**config.mk**
```make
export PLATFORM = sky130hd
export DESIGN_NAME = load_store_unit
export DESIGN_NICKNAME = d
export VERILOG_FILES = /design/src/rtl/load_store_unit.sv
export SDC_FILE = /design/constraint.sdc
export NUM_CORES = 1
export LEC_CHECK = 0
export BUFFER_PORTS_ARGS = -buffer_cell sky130_fd_sc_hd__buf_2
export CAP_MARGIN = 20
export CORE_ASPECT_RATIO = 1.2
export CORE_UTILIZATION = 40
export DETAILED_ROUTE_END_ITERATION = 6
export GPL_ROUTABILITY_DRIVEN = 1
export PLACE_DENSITY = 0.74
export SYNTH_ARGS = -nofsm -noshare
export SYNTH_HDL_FRONTEND = slang
export SYNTH_SLANG_ARGS = --single-unit
```
**constraint.sdc**
```tcl
create_clock -name clk -period 12 [get_ports clk]
set_clock_uncertainty 0.05 [all_clocks]
set_input_delay 1.8 -clock clk [delete_from_list [all_inputs] [get_ports clk]]
set_output_delay 1.8 -clock clk [all_outputs]
set_load 0.01 [all_outputs]
```
**src/rtl/load_store_unit.sv**
```systemverilog
// Initiator side of the 64-bit word-addressed data-memory interface.
// Byte/half/word/double loads and stores; sub-word stores use read-modify-write.
module load_store_unit #(
  parameter int MEM_WORDS = 32,
  parameter int ADDR_W    = 64
) (
  input  logic              clk,
  input  logic              reset,
  input  logic              req_valid,
  output logic              req_ready,
  input  logic              req_is_store,
  input  logic [1:0]        req_size,
  input  logic              req_unsigned,
  input  logic [ADDR_W-1:0] req_addr,
  input  logic [63:0]       req_wdata,
  output logic              resp_valid,
  output logic [63:0]       resp_rdata,
  output logic              resp_misaligned,
  output logic              resp_fault,
  output logic [ADDR_W-1:0] mem_address,
  output logic [63:0]       mem_writeData,
  output logic              mem_MemWrite,
  output logic              mem_MemRead,
  input  logic [63:0]       mem_readData
);

  // state   | meaning
  // IDLE    | waiting for a request, req_ready high
  // RD      | MemRead strobe for the addressed word
  // RD_WAIT | readData valid; extract load lanes or merge store lanes
  // WR      | MemWrite strobe with the full word
  // RESP    | one-cycle response pulse
  typedef enum logic [2:0] {IDLE, RD, RD_WAIT, WR, RESP} state_t;

  localparam logic [ADDR_W-4:0] MEM_WORDS_IDX = (ADDR_W-3)'(MEM_WORDS);

  state_t state, state_d;

  logic [ADDR_W-1:0] addr_q;
  logic [1:0]        size_q;
  logic              store_q;
  logic              uns_q;
  logic [63:0]       wdata_q;
  logic [63:0]       wr_word_q;
  logic [63:0]       result_q;
  logic              mis_q;
  logic              fault_q;

  logic        accept;
  logic        mis_c;
  logic        fault_c;
  logic [5:0]  sh;
  logic [63:0] lane;
  logic [63:0] load_ext;
  logic [63:0] mask;
  logic [63:0] merged;

  assign accept  = req_valid && (state == IDLE);
  assign fault_c = req_addr[ADDR_W-1:3] >= MEM_WORDS_IDX;

  always_comb begin
    mis_c = 1'b0;
    case (req_size)
      2'b01:   mis_c = req_addr[0];
      2'b10:   mis_c = |req_addr[1:0];
      2'b11:   mis_c = |req_addr[2:0];
      default: mis_c = 1'b0;
    endcase
  end

  // Little-endian lanes: shift the addressed lane down to bit 0.
  assign sh   = {addr_q[2:0], 3'b000};
  assign lane = mem_readData >> sh;

  always_comb begin
    load_ext = lane;
    mask     = '1;
    case (size_q)
      2'b00: begin
        load_ext = uns_q ? {56'd0, lane[7:0]} : {{56{lane[7]}}, lane[7:0]};
        mask     = 64'h0000_0000_0000_00FF;
      end
      2'b01: begin
        load_ext = uns_q ? {48'd0, lane[15:0]} : {{48{lane[15]}}, lane[15:0]};
        mask     = 64'h0000_0000_0000_FFFF;
      end
      2'b10: begin
        load_ext = uns_q ? {32'd0, lane[31:0]} : {{32{lane[31]}}, lane[31:0]};
        mask     = 64'h0000_0000_FFFF_FFFF;
      end
      default: begin
        load_ext = lane;
        mask     = '1;
      end
    endcase
  end

  assign merged = (mem_readData & ~(mask << sh)) | ((wdata_q & mask) << sh);

  always_ff @(posedge clk or posedge reset) begin
    if (reset) state <= IDLE;
    else       state <= state_d;
  end

  always_comb begin
    state_d = state;
    case (state)
      IDLE: begin
        if (accept) begin
          if (mis_c || fault_c)                    state_d = RESP;
          else if (req_is_store && req_size == 2'b11) state_d = WR;
          else                                     state_d = RD;
        end
      end
      RD:      state_d = RD_WAIT;
      RD_WAIT: state_d = store_q ? WR : RESP;
      WR:      state_d = RESP;
      RESP:    state_d = IDLE;
      default: state_d = IDLE;
    endcase
  end

  always_ff @(posedge clk or posedge reset) begin
    if (reset) begin
      addr_q    <= '0;
      size_q    <= '0;
      store_q   <= 1'b0;
      uns_q     <= 1'b0;
      wdata_q   <= '0;
      wr_word_q <= '0;
      result_q  <= '0;
      mis_q     <= 1'b0;
      fault_q   <= 1'b0;
    end else if (accept) begin
      addr_q    <= req_addr;
      size_q    <= req_size;
      store_q   <= req_is_store;
      uns_q     <= req_unsigned;
      wdata_q   <= req_wdata;
      wr_word_q <= req_wdata;
      result_q  <= '0;
      mis_q     <= mis_c;
      fault_q   <= !mis_c && fault_c;
    end else if (state == RD_WAIT) begin
      if (store_q) wr_word_q <= merged;
      else         result_q  <= load_ext;
    end
  end

  assign req_ready       = (state == IDLE);
  assign resp_valid      = (state == RESP);
  assign resp_rdata      = resp_valid ? result_q : '0;
  assign resp_misaligned = resp_valid && mis_q;
  assign resp_fault      = resp_valid && fault_q;
  assign mem_MemRead     = (state == RD);
  assign mem_MemWrite    = (state == WR);
  assign mem_writeData   = mem_MemWrite ? wr_word_q : '0;
  assign mem_address     = (state == RD || state == RD_WAIT || state == WR)
                         ? {addr_q[ADDR_W-1:3], 3'b000} : '0;

endmodule

```
==> results.rst <==
.. list-table::
   :header-rows: 1

   * - Metric
     - Value
   * - Status
     - complete, no violations
   * - Max-slew headroom
     - 0.230
   * - Worst EP required
     - 10.15 ns
   * - Layout Cells excl Fill
     - about 2700
   * - Register-to-Register Setup Slack
     - 7.79 ns
   * - Maximum Capacitance Violations
     - 0
   * - Number of different library cells in the post-synthesis netlist
     - between 60 and 70
   * - Capture endpoint of the worst hold path
     - addr_q[13]$_DFFE_PP0P_
   * - Worst-case vdd ir drop
     - 164 uV
   * - Cell area after synthesis
     - 15700 um^2
   * - Largest area contributor in the netlist
     - dfrtp_1
   * - Final-layout setup total negative slack
     - 0 ns
   * - Antenna violations before repair
     - 3
   * - Reg2reg path depth
     - 6
   * - Global-route wire length before repair
     - roughly 94000 um
   * - YS warnings
     - 0
   * - Final cell area excluding filler cells
     - 19000 um^2
   * - Leakage power summed over all cells
     - 0.00962 uW
   * - Num ports
     - 397
   * - Placed Cells
     - 2630
   * - FF-to-FF End
     - result_q[50]$_DFFE_PP0P_
   * - Category of the most critical setup path
     - register to primary output
   * - Cell count after synthesis
     - 1848
   * - Clock sink total
     - between 200 and 300
   * - Worst hold slack across all endpoints
     - 0.416 ns
   * - Average routed wire per standard cell
     - 23.3 um
   * - Setup violations, final
     - 0
   * - Clock transition at the registers of the reported paths
     - roughly 0.060 ns
   * - Total Nets Final
     - 2336
   * - FMAX
     - 0.225 GHz
   * - Shortest clock period the worst path allows after layout
     - ~4.4 ns
   * - Cell types occupying the most area after synthesis
     - dfrtp_1 (42%), nand2_1 (13%), mux2i_1 (5.2%)
   * - Via/cell ratio
     - 5.93
   * - Most common cell in the synthesized netlist
     - nand2_1
   * - Share of the yosys chip area belonging to registers
     - 0.421
   * - Length of the first detailed-routing pass in iterations
     - 6
   * - Wire length reported by the detailed router
     - roughly 63000 um
   * - Worst hold path startpoint
     - addr_q[13]$_DFFE_PP0P_
   * - Most common flop cell mapped by yosys
     - dfrtp_1
   * - Layout cells sized above 1
     - 0.260
   * - Critical path arrival
     - 2.60 ns
   * - Master cell of the clock root buffer
     - clkbuf_16
   * - H-Tree Depth
     - 1
   * - Cell types with the highest counts after synthesis
     - nand2_1 (530), dfrtp_1 (265), and2_1 (131)
   * - Resize count post-CTS
     - 0
   * - Tightest Hold Check Type
     - register to register
   * - Half-perimeter wire length of the detailed placement result
     - between 40000 and 50000 um
   * - Die footprint
     - 40200 um^2
   * - Total grt overflow
     - 0
   * - CP Max Fanout
     - 65
   * - Share of the cycle needed by the critical path after routing
     - 0.371
   * - Mean post-synth cell area
     - 8.52 um^2
   * - Hold buffer count at cts
     - 0
   * - Endpoint type of the worst setup path
     - primary output
   * - Max Root-Sink Buffers
     - 3
   * - Relative area change from synthesis to final layout
     - 20.6%
   * - Worst Hold Depth
     - 2
   * - Via total after detailed routing
     - 15942
   * - Share of synthesized registers carrying an async set or reset
     - 1.00
   * - Final RePlAce weighted congestion
     - 1.00
   * - Routed Antenna Nets
     - 0
   * - Setup repair after global routing missed its margin
     - no
   * - FP Rows
     - approximately 80
   * - DRC violations left
     - 0
   * - Share of the synthesized area in the top cell type
     - 0.421
   * - Worst-margin pin slew
     - 1.15 ns
   * - Number of global-route vias before repair
     - 15178
   * - TritonCTS clock tree
     - built
   * - Overall routing resource usage
     - 0.308
   * - Pin count of the biggest net entering global routing
     - 119
   * - Max-slew violation count
     - 0
   * - Count of final hold-check violations
     - 0
   * - Port-buffer cells
     - 393
   * - Pwr per Cell Area
     - 278 nW/um^2
   * - Seq cells post-synth
     - 265
   * - Initial standard-cell utilization of the core
     - 0.406
   * - Clk_lat worst skew
     - about 0.58 ns
   * - Type of element launching the critical path
     - register
   * - Placeable core region
     - roughly 39000 um^2
   * - Die span in x
     - 183 um
   * - Number of buffers inserted during clock tree synthesis
     - 28
   * - Startpoint of the lowest-slack register-to-register path
     - addr_q[0]$_DFFE_PP0P_
   * - Standard cell area after detailed placement
     - about 18000 um^2
   * - Count of flip-flops with a built-in enable after synthesis
     - 0
   * - Detailed router's first-iteration violation count
     - 1819
   * - Vertical die dimension
     - 219 um
   * - Postcts setup bufs
     - 0
-- cell type report --
| cell class | instances | area (um^2) |
|---|---|---|
| inverters | 8 | 37.5 |
| diodes | 2 | 5.00 |
| repair buffers | 419 | 2210 |
| fillers | 3815 | 19800 |
| clock inverters | 13 | 191 |
| multi-input cells | 1415 | 8430 |
| well taps | 526 | 658 |
| flip-flops and latches | 265 | 6640 |
| clock buffers | 39 | 822 |
-- cell families (layout without fill, tap and decap cells) --
family / count (synthesis) / count (layout) / synth area share
and+or+nand+nor: 878 / 878 / 0.257
AOI/OAI and AO/OA: 404 / 404 / 0.181
DFF: 265 / 265 / 0.421
buffers and inverters: 170 / 479 / 0.0467
muxes: 130 / 130 / 0.0943
other: 1 / 5 / 0.000238
-- sequential cells by signal (all words and copies together), names as in the netlist --
signal     flops
addr_q        64
fault_q        1
mis_q          1
result_q      64
size_q         2
state          3
store_q        1
uns_q          1
wdata_q       64
wr_word_q     64
-- placed cells by master (no fill, tap or decap), types with 41 or more instances in the layout --
cell type,synthesis,final
a21oi_1,57,57
nor2_1,61,58
buf_2,21,394
o21ai_0,97,97
mux2i_1,82,82
and2_1,131,131
dfrtp_1,265,261
and3_1,69,68
o211ai_1,41,41
nand2_1,530,529
-- metrics by stage --
stage	power, uW	setup slack (ns)	util
4_1_cts	5220	7.48	0.489
3_5_place_dp	4250	7.28	0.463
5_1_grt	5580	7.34	0.490
3_3_place_gp	4190	7.36	0.462
6_report	5290	7.55	0.490
2_1_floorplan	3390	2.85	-
-- power by group --
| part | total (uW) | internal, uW | switching, uW |
|---|---|---|---|
| Clock | 962 | 566 | 396 |
| Combinational | 2600 | 952 | 1650 |
| Sequential | 1730 | 1310 | 425 |
-- worst max path at each step --
stage | depth (start not counted) | start | to | slack [ns]
final | 3 | state[0]$_DFFE_PP0P_ | mem_writeData[34] | 7.55
after global routing | 3 | state[0]$_DFFE_PP0P_ | mem_writeData[56] | 7.34
after CTS | 4 | state[2]$_DFFE_PP0P_ | mem_address[8] | 7.48
after detailed placement | 4 | reset | addr_q[0]$_DFFE_PP0P_ | 7.28
after global placement | 4 | reset | addr_q[0]$_DFFE_PP0P_ | 7.36
after floorplan | 1 | reset | addr_q[0]$_DFFE_PP0P_ | 2.85
-- worst max-delay path: stages, from the launching register on --
cell     delay [ns]
dfrtp_1        0.67
and3_2         0.90
and2_1         0.26
buf_2          0.14
-- metal layers --
| metal | GRT usage | vias to the layer above | routed length (um) |
|---|---|---|---|
| li1 | - | 7044 | - |
| met1 | 0.392 | 7741 | 24200 |
| met2 | 0.505 | 983 | 29500 |
| met3 | 0.0617 | 174 | 6160 |
| met4 | 0.139 | 0 | 2880 |
| met5 | 0 | - | 0 |
No activity file was read; power rests on OpenSTA's default activity.
